**src/rtl/tinker_fetch_queue_if.sv**
```systemverilog
// Fetch-queue bus bundle: memory read port plus decoder-side instruction handshake.
// master = fetch queue, slave = the memory/decoder side facing it.
interface tinker_fetch_queue_if #(
  parameter int unsigned DEPTH = 4
);
  localparam int unsigned CountW = $clog2(DEPTH + 1);

  // Memory read port
  logic              mem_req;
  logic [63:0]       mem_addr;
  logic              mem_gnt;
  logic              mem_rvalid;
  logic [31:0]       mem_rdata;

  // Decoder handshake
  logic              inst_valid;
  logic [31:0]       inst_data;
  logic [63:0]       inst_pc;
  logic              inst_ready;
  logic [CountW-1:0] queue_count;

  modport master (
    output mem_req,
    output mem_addr,
    input  mem_gnt,
    input  mem_rvalid,
    input  mem_rdata,
    output inst_valid,
    output inst_data,
    output inst_pc,
    input  inst_ready,
    output queue_count
  );

  modport slave (
    input  mem_req,
    input  mem_addr,
    output mem_gnt,
    output mem_rvalid,
    output mem_rdata,
    input  inst_valid,
    input  inst_data,
    input  inst_pc,
    output inst_ready,
    input  queue_count
  );
endinterface

```
**src/rtl/tinker_fetch_queue.sv**
```systemverilog
// Instruction prefetch queue: sequential 32-bit fetches from RESET_PC, one request
// outstanding at a time, results buffered with their PCs for the decoder.
// Redirects flush the queue and squash any in-flight response.
module tinker_fetch_queue #(
  parameter int unsigned DEPTH    = 4,
  parameter logic [63:0] RESET_PC = 64'h2000
) (
  input  logic                  clk,
  input  logic                  reset,
  input  logic                  redirect_valid,
  input  logic [63:0]           redirect_pc,
  input  logic                  halt,
  tinker_fetch_queue_if.master  bus
);

  localparam int unsigned PtrW   = $clog2(DEPTH);
  localparam int unsigned CountW = $clog2(DEPTH + 1);

  logic [63:0]       fetch_pc_q;
  logic              pending_q;
  logic              discard_q;
  logic [63:0]       pending_pc_q;

  logic [PtrW-1:0]   rd_ptr_q;
  logic [PtrW-1:0]   wr_ptr_q;
  logic [CountW-1:0] count_q;
  logic [63:0]       fifo_pc_q   [DEPTH];
  logic [31:0]       fifo_data_q [DEPTH];

  // Last head shown, so the outputs hold steady once the queue empties
  logic [63:0]       hold_pc_q;
  logic [31:0]       hold_data_q;

  logic not_empty;
  logic has_space;
  logic issue;
  logic grant;
  logic push;
  logic inst_valid;
  logic pop;

  // Issue/handshake decode
  always_comb begin
    not_empty  = (count_q != '0);
    has_space  = (count_q < CountW'(DEPTH));
    issue      = !reset && !redirect_valid && !halt && !pending_q && has_space;
    grant      = issue && bus.mem_gnt;
    // A redirect squashes a same-cycle response even if it is not marked discard
    push       = bus.mem_rvalid && pending_q && !discard_q && !redirect_valid;
    inst_valid = not_empty && !redirect_valid;
    pop        = inst_valid && bus.inst_ready;
  end

  assign bus.mem_req     = issue;
  assign bus.mem_addr    = fetch_pc_q;
  assign bus.inst_valid  = inst_valid;
  assign bus.inst_pc     = not_empty ? fifo_pc_q[rd_ptr_q]   : hold_pc_q;
  assign bus.inst_data   = not_empty ? fifo_data_q[rd_ptr_q] : hold_data_q;
  assign bus.queue_count = count_q;

  // Fetch PC and single outstanding-request tracker
  always_ff @(posedge clk or posedge reset) begin
    if (reset) begin
      fetch_pc_q   <= RESET_PC;
      pending_q    <= 1'b0;
      discard_q    <= 1'b0;
      pending_pc_q <= '0;
    end else if (redirect_valid) begin
      fetch_pc_q <= {redirect_pc[63:2], 2'b00};
      if (pending_q) begin
        if (bus.mem_rvalid) begin
          pending_q <= 1'b0;
          discard_q <= 1'b0;
        end else begin
          discard_q <= 1'b1;
        end
      end
    end else begin
      if (grant) begin
        pending_q    <= 1'b1;
        pending_pc_q <= fetch_pc_q;
        fetch_pc_q   <= fetch_pc_q + 64'd4;
      end
      if (bus.mem_rvalid && pending_q) begin
        pending_q <= 1'b0;
        discard_q <= 1'b0;
      end
    end
  end

  // FIFO pointers, occupancy and held head value
  always_ff @(posedge clk or posedge reset) begin
    if (reset) begin
      rd_ptr_q    <= '0;
      wr_ptr_q    <= '0;
      count_q     <= '0;
      hold_pc_q   <= '0;
      hold_data_q <= '0;
    end else begin
      if (not_empty) begin
        hold_pc_q   <= fifo_pc_q[rd_ptr_q];
        hold_data_q <= fifo_data_q[rd_ptr_q];
      end
      if (redirect_valid) begin
        rd_ptr_q <= '0;
        wr_ptr_q <= '0;
        count_q  <= '0;
      end else begin
        if (push) wr_ptr_q <= wr_ptr_q + PtrW'(1);
        if (pop)  rd_ptr_q <= rd_ptr_q + PtrW'(1);
        if (push && !pop)      count_q <= count_q + CountW'(1);
        else if (!push && pop) count_q <= count_q - CountW'(1);
      end
    end
  end

  // FIFO storage; contents are only observed through count/pointers, so no reset
  always_ff @(posedge clk) begin
    if (push) begin
      fifo_pc_q[wr_ptr_q]   <= pending_pc_q;
      fifo_data_q[wr_ptr_q] <= bus.mem_rdata;
    end
  end

endmodule

```
**src/flat_wrapper.sv**
```systemverilog
// flat-port wrapper written by rule: the top's interface ports become plain ports
module tinker_fetch_queue_flat 
#(
  parameter int unsigned DEPTH    = 4,
  parameter logic [63:0] RESET_PC = 64'h2000
)
  (clk, reset, redirect_valid, redirect_pc, halt, bus_mem_req, bus_mem_addr, bus_mem_gnt, bus_mem_rvalid, bus_mem_rdata, bus_inst_valid, bus_inst_data, bus_inst_pc, bus_inst_ready, bus_queue_count);
  tinker_fetch_queue_if #(.DEPTH(DEPTH)) bus_i ();
  input  logic clk;
  input  logic reset;
  input  logic redirect_valid;
  input  logic [63:0] redirect_pc;
  input  logic halt;
  output wire logic [$bits(bus_i.mem_req)-1:0] bus_mem_req;
  output wire logic [$bits(bus_i.mem_addr)-1:0] bus_mem_addr;
  input wire logic [$bits(bus_i.mem_gnt)-1:0] bus_mem_gnt;
  input wire logic [$bits(bus_i.mem_rvalid)-1:0] bus_mem_rvalid;
  input wire logic [$bits(bus_i.mem_rdata)-1:0] bus_mem_rdata;
  output wire logic [$bits(bus_i.inst_valid)-1:0] bus_inst_valid;
  output wire logic [$bits(bus_i.inst_data)-1:0] bus_inst_data;
  output wire logic [$bits(bus_i.inst_pc)-1:0] bus_inst_pc;
  input wire logic [$bits(bus_i.inst_ready)-1:0] bus_inst_ready;
  output wire logic [$bits(bus_i.queue_count)-1:0] bus_queue_count;
  assign bus_mem_req = bus_i.mem_req;
  assign bus_mem_addr = bus_i.mem_addr;
  assign bus_i.mem_gnt = bus_mem_gnt;
  assign bus_i.mem_rvalid = bus_mem_rvalid;
  assign bus_i.mem_rdata = bus_mem_rdata;
  assign bus_inst_valid = bus_i.inst_valid;
  assign bus_inst_data = bus_i.inst_data;
  assign bus_inst_pc = bus_i.inst_pc;
  assign bus_i.inst_ready = bus_inst_ready;
  assign bus_queue_count = bus_i.queue_count;
  tinker_fetch_queue #(.DEPTH(DEPTH), .RESET_PC(RESET_PC)) u_core (.clk(clk), .reset(reset), .redirect_valid(redirect_valid), .redirect_pc(redirect_pc), .halt(halt), .bus(bus_i));
endmodule
```
**config.mk**
```make
export PLATFORM = sky130hd
export DESIGN_NAME = tinker_fetch_queue_flat
export DESIGN_NICKNAME = d
export VERILOG_FILES = /design/src/rtl/tinker_fetch_queue_if.sv /design/src/rtl/tinker_fetch_queue.sv /design/src/flat_wrapper.sv
export SDC_FILE = /design/constraint.sdc
export NUM_CORES = 1
export LEC_CHECK = 0
export ABC_AREA = 1
export BUFFER_PORTS_ARGS = -buffer_cell sky130_fd_sc_hd__buf_2
export CAP_MARGIN = 20
export CORE_MARGIN = 2
export CORE_UTILIZATION = 63
export DETAILED_ROUTE_END_ITERATION = 16
export PLACE_DENSITY_LB_ADDON = 0.05
export SLEW_MARGIN = 30
export SYNTH_ARGS = -nofsm -noshare
export SYNTH_HDL_FRONTEND = slang
export SYNTH_SLANG_ARGS = --single-unit
export TNS_END_PERCENT = 10
```
**constraint.sdc**
```tcl
create_clock -name clk -period 16.7 [get_ports clk]
set_clock_uncertainty 0.05 [all_clocks]
set_input_delay 1.67 -clock clk [delete_from_list [all_inputs] [get_ports clk]]
set_output_delay 1.67 -clock clk [all_outputs]
set_load 0.02 [all_outputs]
```
==> results of run 1 <==
-- stage by stage --
step	util	power, mW	std cells
CTS	0.732	4.96	3159
detailed placement	0.685	3.68	3053
floorplan	-	3.13	2372
global route	0.732	5.19	3159
global placement	0.684	3.62	3053
finish	0.732	4.94	3159
-- cells by family after synthesis --
kind of cell | after synthesis
adders and majority gates | 6
DFF | 605
AOI/OAI and AO/OA | 432
xor gates and xnor gates | 12
buffers and inverters | 241
other | 1
and+or+nand+nor | 1074
-- critical path, stage by stage (launching register included) --
cell and delay (ps):
dfrtp_1 400, inv_1 130, nand3_4 480, buf_4 830
buf_4 700, nor2_1 90, a31oi_1 430, buf_2 260
-- sequential cells by signal, indices dropped and copies added, names as in the netlist --
signal / count
u_core.bus.mem_addr: 62
u_core.bus.queue_count: 3
u_core.discard_q: 1
u_core.fifo_data_q: 128
u_core.fifo_pc_q: 248
u_core.hold_data_q: 32
u_core.hold_pc_q: 64
u_core.pending_pc_q: 62
u_core.pending_q: 1
u_core.rd_ptr_q: 2
u_core.wr_ptr_q: 2
-- placed cells by master (no fill, tap or decap), drive strengths merged, types with 3 or more instances in the layout --
master / n
bufinv: 4
dfrtp: 228
nor2: 636
a21oi: 14
nand3: 62
o22ai: 5
clkinvlp: 4
o21bai: 5
o211ai: 16
edfxtp: 376
clkbuf: 81
nand3b: 8
nand2: 344
a31oi: 98
nand4: 15
o221ai: 3
clkinv: 19
buf: 284
inv: 118
ha: 5
o21ai: 287
nor3: 6
xor2: 12
-- worst min path at each step --
stage	slack, ps	end	from	cells after the start
global placement	410	u_core.hold_data_q[28]	u_core.hold_data_q[28]	2
floorplan	410	u_core.discard_q	u_core.discard_q	2
finish	440	u_core.hold_pc_q[0]	u_core.hold_pc_q[0]	2
CTS	440	u_core.hold_pc_q[0]	u_core.hold_pc_q[0]	2
detailed placement	420	u_core.hold_data_q[28]	u_core.hold_data_q[28]	2
global route	470	u_core.hold_data_q[28]	u_core.hold_data_q[28]	2
-- power by group through the flow --
stage / combinational, mW / sequential [mW] / clock [mW]
after floorplan: 1.03 / 2.10 / 0
after global placement: 1.49 / 2.13 / 0
after detailed placement: 1.54 / 2.15 / 0
after CTS: 1.55 / 2.12 / 1.29
after global routing: 1.69 / 2.15 / 1.34
final: 1.55 / 2.12 / 1.27
-- cell type report --
cell class	instances	share of cell area
Timing Repair Buffer	284	0.0525
Tap cell	518	0.0228
Inverter	120	0.0163
Clock buffer	81	0.0562
Clock inverter	25	0.00876
Multi-Input combinational cell	1526	0.244
Sequential cell	605	0.599
-- layer usage --
| metal | global-route usage | up-vias | share of wire |
|---|---|---|---|
| met4 | 0.101 | 2 | 0.028 |
| met3 | 0.0713 | 118 | 0.094 |
| met5 | 0 | - | 0.00015 |
| met1 | 0.452 | 8907 | 0.42 |
| li1 | - | 8489 | - |
| met2 | 0.501 | 845 | 0.46 |
==> results.sh, run 1 <==
export IMPL_status="complete, no violations"
export IMPL_antenna_found_initial=2
export IMPL_hold_path_class="register to register"
export IMPL_slew_headroom=0.299
export IMPL_yosys_area_top_type="edfxtp_1"
export IMPL_p_int_mw=3.09
export IMPL_core_area_um2=38800
export IMPL_clock_path_buffers=3
export IMPL_seq_area_um2=17000
export IMPL_pwr_share_comb=0.313
export IMPL_fmax_mhz=173
export IMPL_syn_to_final_growth_pct=14.1
export IMPL_synth_simple_area_share=0.174
export IMPL_tns_ps=0
export IMPL_yosysMostFrequentCell="nor2_1"
export IMPL_seq_area_frac_synth=0.683
export IMPL_n_antenna_cell=0
export IMPL_p_sw_mw=1.85
export IMPL_r2r_cells=6
export IMPL_grt_pass1_vias=18000
export IMPL_num_vias=18400
export IMPL_r2r_slack_ps=13280
export IMPL_cts_inserted_buffers=57
export IMPL_synth_seq_cells=605
export IMPL_cts_clk_slew_worst_paths_ps=60
export IMPL_numPortBuffers=263
export IMPL_post_dp_cell_area_um2=26600
export IMPL_synth_avg_cell_area_um2=10.5
export IMPL_r2r_end="u_core.hold_pc_q[44]"
export IMPL_initial_utilization=0.642
export IMPL_cts_max_level=2
export IMPL_hold_buffers=0
export IMPL_cp_max_fo=82
export IMPL_routed_wl_um=65000
export IMPL_synth_area_leaders="edfxtp_1, dfrtp_1, nor2_1"
export IMPL_grt_max_degree=183
export IMPL_routabilityCongestion=0.984
export IMPL_synthAdderAreaFrac=0.00331
export IMPL_hpwl_um=40100
export IMPL_overflow=0
export IMPL_finalHoldViolCount=0
export IMPL_ys_async_sr_fraction=0.379
export IMPL_maxSlewViolCount=0
export IMPL_synth_edf_count=376
export IMPL_clk_latency_ps=610
export IMPL_rsz0062_at_grt="no"
export IMPL_power_frac_seq=0.430
export IMPL_worst_setup_path_start_kind="register"
export IMPL_p_per_area_nw_per_um2=174
export IMPL_drv_cap=0
export IMPL_synth_top_family_by_area="simple AND/OR/NAND/NOR gates"
export IMPL_avgRoutedWirePerCell_um=20.6
export IMPL_holdWs_ps=438
export IMPL_drt_iter0_drc=1867
export IMPL_synth_xor_area_frac=0.00422
export IMPL_max_slew_worst_pin_slew_ps=1050
export IMPL_grt_pass1_wl_um=99700
export IMPL_swShare=0.375
export IMPL_synth_compound_area_frac=0.0951
export IMPL_vdd_drop_max_mv=0.141
export IMPL_cts_tree="yes"
export IMPL_dr_pass1_iters=8
export IMPL_crit_arrival_ps=4060
export IMPL_cts_num_sinks=605
export IMPL_fill_cells=2722
export IMPL_syn_cell_area_um2=24900
export IMPL_synth_cell_types=41
export IMPL_crit_start="u_core.bus.queue_count[2]"
export IMPL_viasPerCell=5.81
export IMPL_leakage_nw=11.3
export IMPL_clkPwrFrac=0.257
export IMPL_muxShareOfSynthArea=0
export IMPL_crit_type="register to output pin"
export IMPL_cts_resized=0
export IMPL_timing_final_crit_share=0.346
export IMPL_multi_input_area_um2=6950
export IMPL_synth_top_area_share=0.453
export IMPL_post_cts_repair_setup_buffers=0
export IMPL_grt_use_total=0.319
export IMPL_layout_min_cycle_time_ps=5780
export IMPL_rows=72
export IMPL_die_x_um=203
export IMPL_crit_end="bus_inst_pc[44]"
export IMPL_drive_above_1_share=0.161
export IMPL_synthCells=2371
export IMPL_yosys_warnings=0
export IMPL_setup_viol=0
export IMPL_fin_nets=2703
export IMPL_final_design_area_no_fill_um2=28400
export IMPL_required_ps=14980
export IMPL_io_pins=268
export IMPL_fin_ws_ps=10920
export IMPL_die_area_um2=41200
export IMPL_dieHeight_um=203
export IMPL_r2r_start="u_core.bus.queue_count[2]"
export IMPL_cp_end_kind="output pin"
export IMPL_clockRootBuffer="clkbuf_16"
export IMPL_ant_nets=0
export IMPL_synth_top_cells_by_count="nor2_1, edfxtp_1, nand2_1, o21ai_0, dfrtp_1"
export IMPL_drcViolationCount=0
export IMPL_pre_cts_slack_ps=11650
export IMPL_synth_flop_cell="edfxtp_1"
Power figures use the tool's default switching activity.
==> run 2, diff against run 1 <==
Settings changed: CORE_UTILIZATION 63 to 53.
Clock period 16.7 ns to 4.89 ns, I/O delays scaled along.
==> results.sh, run 2 (synthesis results as in run 1) <==
export IMPL_grt_pass1_wl_um=103000
export IMPL_layout_min_cycle_time_ps=3930
export IMPL_numPortBuffers=263
export IMPL_dieHeight_um=221
export IMPL_ant_nets=0
export IMPL_required_ps=4350
export IMPL_hpwl_um=42400
export IMPL_fmax_mhz=255
export IMPL_maxSlewViolCount=0
export IMPL_hold_path_class="input port to register"
export IMPL_setup_viol=0
export IMPL_crit_arrival_ps=3390
export IMPL_holdWs_ps=33.5
export IMPL_regMostFlops="u_core.fifo_pc_q"
export IMPL_status="complete, no violations"
export IMPL_avgRoutedWirePerCell_um=20.3
export IMPL_cp_max_fo=40
export IMPL_cts_max_level=2
export IMPL_cts_resized=0
export IMPL_fill_cells=3797
export IMPL_routabilityCongestion=0.966
export IMPL_rows=79
export IMPL_cts_clk_slew_worst_paths_ps=60
export IMPL_slew_headroom=0.329
export IMPL_clk_latency_ps=620
export IMPL_dr_pass1_iters=5
export IMPL_num_vias=18000
export IMPL_cts_tree="yes"
export IMPL_largest_reg_flops=248
export IMPL_p_per_area_nw_per_um2=591
export IMPL_die_area_um2=48800
export IMPL_drv_cap=0
export IMPL_leakage_nw=11.5
export IMPL_layout_commonest_cell="nor2_1"
export IMPL_finalHoldViolCount=0
export IMPL_top_regs="u_core.fifo_pc_q x248, u_core.fifo_data_q x128, u_core.hold_pc_q x64"
export IMPL_cp_end_kind="output pin"
export IMPL_cts_num_sinks=605
export IMPL_core_area_um2=46500
export IMPL_clockRootBuffer="clkbuf_16"
export IMPL_grt_max_degree=139
export IMPL_fin_nets=2730
export IMPL_r2r_slack_ps=2190
export IMPL_die_x_um=221
export IMPL_routed_wl_um=66500
export IMPL_rsz0062_at_grt="no"
export IMPL_clock_path_buffers=3
export IMPL_drive_above_1_share=0.164
export IMPL_hold_buffers=15
export IMPL_grt_use_total=0.273
export IMPL_initial_utilization=0.536
export IMPL_crit_type="register to output pin"
export IMPL_syn_to_final_growth_pct=16.6
export IMPL_timing_final_crit_share=0.803
export IMPL_cts_inserted_buffers=60
export IMPL_viasPerCell=5.48
export IMPL_overflow=0
export IMPL_final_cell_mix="nor2_1, edfxtp_1, nand2_1"
export IMPL_drcViolationCount=0
export IMPL_grt_pass1_vias=17300
export IMPL_post_cts_repair_setup_buffers=0
export IMPL_fin_util=0.625
export IMPL_worst_setup_path_start_kind="register"
export IMPL_io_pins=268
export IMPL_antenna_found_initial=3
export IMPL_max_slew_worst_pin_slew_ps=1010
export IMPL_drt_iter0_drc=1332
export IMPL_vdd_drop_max_mv=0.462
## run 2: changes by cell type in the layout (fill, tap and decap cells not counted), moves of 3 or more
cell	delta
buf_12	+8
clkbuf_16	+5
dlygate4sd3_1	+16
clkinv_1	+5
clkinv_2	-3
clkbuf_8	+4
## run 2: cell type report
class,instances,area [µm²],area share
flip-flops and latches,605,17000,0.586
multi-input cells,1526,6950,0.239
diodes,1,2.50,0.0000862
clock buffers,88,1770,0.0610
clock inverters,25,228,0.00784
well taps,607,759,0.0261
inverters,120,458,0.0158
repair buffers,308,1850,0.0637
## run 2: critical path: stages (launching register included)
cell	delay, ps
dfrtp_4	710
clkinv_2	730
buf_4	540
nor2_1	140
o21ai_0	80
a31oi_1	300
buf_2	230
## run 2: final timing paths
path / start / end / cells past startpoint
max: u_core.rd_ptr_q[1] / bus_inst_pc[15] / 6
min: redirect_pc[2] / u_core.bus.mem_addr[2] / 3
max reg2reg: u_core.rd_ptr_q[1] / u_core.hold_data_q[12] / 5
min reg2reg: u_core.hold_data_q[28] / u_core.hold_data_q[28] / 2
max in group asynchronous: reset / u_core.pending_pc_q[61] / 5
min in group asynchronous: reset / u_core.bus.mem_addr[15] / 3
## run 2: report_power, final
part	leakage, nW	switching [mW]	internal, mW
combinational	4.47	3.72	1.56
clock	0.974	1.93	2.67
sequential	6.10	0.700	6.58
total	11.5	6.35	10.8
## run 2: routing by layer
metal	wire length [µm]	GRT usage	vias to the layer above
li1	-	-	8551
met5	11	0	-
met1	30500	0.405	8722
met2	30200	0.422	608
met4	1450	0.0717	2
met3	4420	0.0445	88
## run 2: stage by stage
stage | area (µm²) | cells | setup TNS [ps] | worst slack [ps] | power [mW]
after global routing | 29000 | 3279 | 0 | 707 | 18.1
after CTS | 29000 | 3276 | 0 | 833 | 17.3
after detailed placement | 26800 | 3148 | 0 | 1500 | 12.7
final | 29000 | 3280 | 0 | 961 | 17.2
after floorplan | 24900 | 2372 | -169610 | -451 | 10.7
after global placement | 26800 | 3147 | 0 | 1440 | 12.5
==> run 3, diff against run 2 <==
Clock period 4.89 ns to 3.3 ns, I/O delays scaled along.
==> results.sh, run 3 (synthesis results as in run 1) <==
export IMPL_num_vias=18500
export IMPL_n_antenna_cell=0
export IMPL_p_sw_mw=9.54
export IMPL_holdCritStartpoint="redirect_pc[46]"
export IMPL_hold_path_class="input port to register"
export IMPL_cts_tree="yes"
export IMPL_vdd_drop_max_mv=0.621
export IMPL_ant_nets=0
export IMPL_r2r_slack_ps=840
export IMPL_cts_clk_slew_worst_paths_ps=60
export IMPL_slowest_delay_ps=600
export IMPL_top_regs="u_core.fifo_pc_q x248, u_core.fifo_data_q x128, u_core.hold_pc_q x64"
export IMPL_leakage_nw=11.9
export IMPL_syn_to_final_growth_pct=20.3
export IMPL_hpwl_um=43500
export IMPL_cp_end_kind="output pin"
export IMPL_status="complete, no violations"
export IMPL_r2r_cells=10
export IMPL_cts_inserted_buffers=61
export IMPL_routabilityCongestion=0.920
export IMPL_critPathBufInv=3
export IMPL_post_dp_cell_area_um2=27100
export IMPL_crit_arrival_ps=2720
export IMPL_cp_max_fo=78
export IMPL_power_frac_seq=0.417
export IMPL_grt_pass1_wl_um=105000
export IMPL_dr_pass1_iters=6
export IMPL_largest_reg_flops=248
export IMPL_layout_min_cycle_time_ps=3100
export IMPL_max_slew_worst_pin_slew_ps=796
export IMPL_rows=79
export IMPL_cts_num_sinks=605
export IMPL_final_design_area_no_fill_um2=30000
export IMPL_die_x_um=221
export IMPL_clk_latency_ps=630
export IMPL_drive_above_1_share=0.164
export IMPL_p_int_mw=16.2
export IMPL_grt_pass1_vias=18000
export IMPL_holdPathStages=4
export IMPL_setup_viol=0
export IMPL_clkPwrFrac=0.267
export IMPL_post_cts_repair_setup_buffers=0
export IMPL_min_to="u_core.bus.mem_addr[46]"
export IMPL_fill_cells=3648
export IMPL_antenna_found_initial=0
export IMPL_path_cells="inv_4, buf_12, o21ai_0, a31oi_1, buf_2"
export IMPL_grt_use_total=0.277
export IMPL_holdWs_ps=27.8
export IMPL_r2r_end="u_core.bus.queue_count[2]"
export IMPL_crit_type="register to output pin"
export IMPL_timing_final_crit_share=0.938
export IMPL_required_ps=2920
export IMPL_core_area_um2=46500
export IMPL_worst_setup_path_start_kind="register"
export IMPL_numPortBuffers=263
export IMPL_layout_commonest_cell="nor2_1"
export IMPL_cp_top_family="buffers and inverters"
export IMPL_io_pins=268
export IMPL_clock_path_buffers=3
export IMPL_pwr_share_comb=0.316
export IMPL_drv_cap=0
export IMPL_grt_max_degree=145
export IMPL_maxSlewViolCount=0
export IMPL_slowest_stage="dfrtp_4"
export IMPL_fin_nets=2813
export IMPL_avgRoutedWirePerCell_um=20.2
export IMPL_initial_utilization=0.536
export IMPL_regMostFlops="u_core.fifo_pc_q"
export IMPL_fmax_mhz=323
export IMPL_routed_wl_um=67900
export IMPL_clockRootBuffer="clkbuf_16"
export IMPL_final_cell_mix="nor2_1, edfxtp_1, nand2_1"
export IMPL_rsz0062_at_grt="no"
export IMPL_slew_headroom=0.468
export IMPL_finalHoldViolCount=0
export IMPL_overflow=0
export IMPL_r2r_start="u_core.bus.queue_count[2]"
export IMPL_p_per_area_nw_per_um2=857
export IMPL_swShare=0.371
export IMPL_viasPerCell=5.49
export IMPL_drcViolationCount=0
export IMPL_drt_iter0_drc=1441
export IMPL_die_area_um2=48800
export IMPL_cts_max_level=2
export IMPL_dieHeight_um=221
==> run 3: per-layer routing <==
layer  global-route usage  part of all wire  up-vias
met5                    0                 0        -
met1                0.401              0.45     9002
met2                0.439              0.46      656
li1                     -                 -     8719
met4               0.0736             0.021        0
met3               0.0469             0.066       86
==> run 3: worst max path at each step <==
stage | slack (ps) | endpoint | cells past startpoint | start
6_report | 200 | bus_inst_pc[22] | 5 | u_core.rd_ptr_q[0]
5_1_grt | 90 | bus_inst_pc[22] | 5 | u_core.rd_ptr_q[0]
4_1_cts | 180 | bus_inst_pc[16] | 5 | u_core.rd_ptr_q[0]
3_5_place_dp | 840 | bus_inst_pc[22] | 5 | u_core.rd_ptr_q[0]
3_3_place_gp | 860 | bus_inst_pc[22] | 5 | u_core.rd_ptr_q[0]
2_1_floorplan | -370 | u_core.fifo_data_q[0][0] | 4 | u_core.pending_q
==> run 3: cell type report <==
class | count | area (µm²) | share of cell area
multi-input combinational | 1526 | 6950 | 0.232
tap | 607 | 759 | 0.0253
clock buffer | 90 | 1780 | 0.0593
sequential | 605 | 17000 | 0.568
timing repair buffer | 390 | 2760 | 0.0921
clock inverter | 26 | 244 | 0.00814
inverter | 120 | 458 | 0.0153
==> run 3: per-stage QoR <==
step	util	power [mW]	TNS (ps)	cells	setup slack [ps]
3_3_place_gp	0.583	18.7	0	3162	862
6_report	0.645	25.7	0	3364	203
4_1_cts	0.645	25.9	0	3364	184
5_1_grt	0.645	27.0	0	3364	87.5
2_1_floorplan	-	15.8	-156480	2372	-372
3_5_place_dp	0.583	18.9	0	3162	841
==> run 3: what timing repair did <==
| action | CTS | global route |
|---|---|---|
| hold buffers | 86 | 0 |
| hold endpoints to repair | 199 | 0 |
| gates resized for setup | 0 | 0 |
==> run 3: power by group through the flow <==
stage / clock network (mW) / registers, mW / logic, mW
after global routing: 7.28 / 10.9 / 8.88
after CTS: 6.97 / 10.7 / 8.20
final: 6.86 / 10.7 / 8.13
after floorplan: 0 / 10.6 / 5.21
after detailed placement: 0 / 10.8 / 8.08
after global placement: 0 / 10.8 / 7.93
==> run 3: worst min-delay path: cells and delay by family <==
kind                   cells  cell delay, ps
buffers and inverters      1             110
and+or+nand+nor            3             240
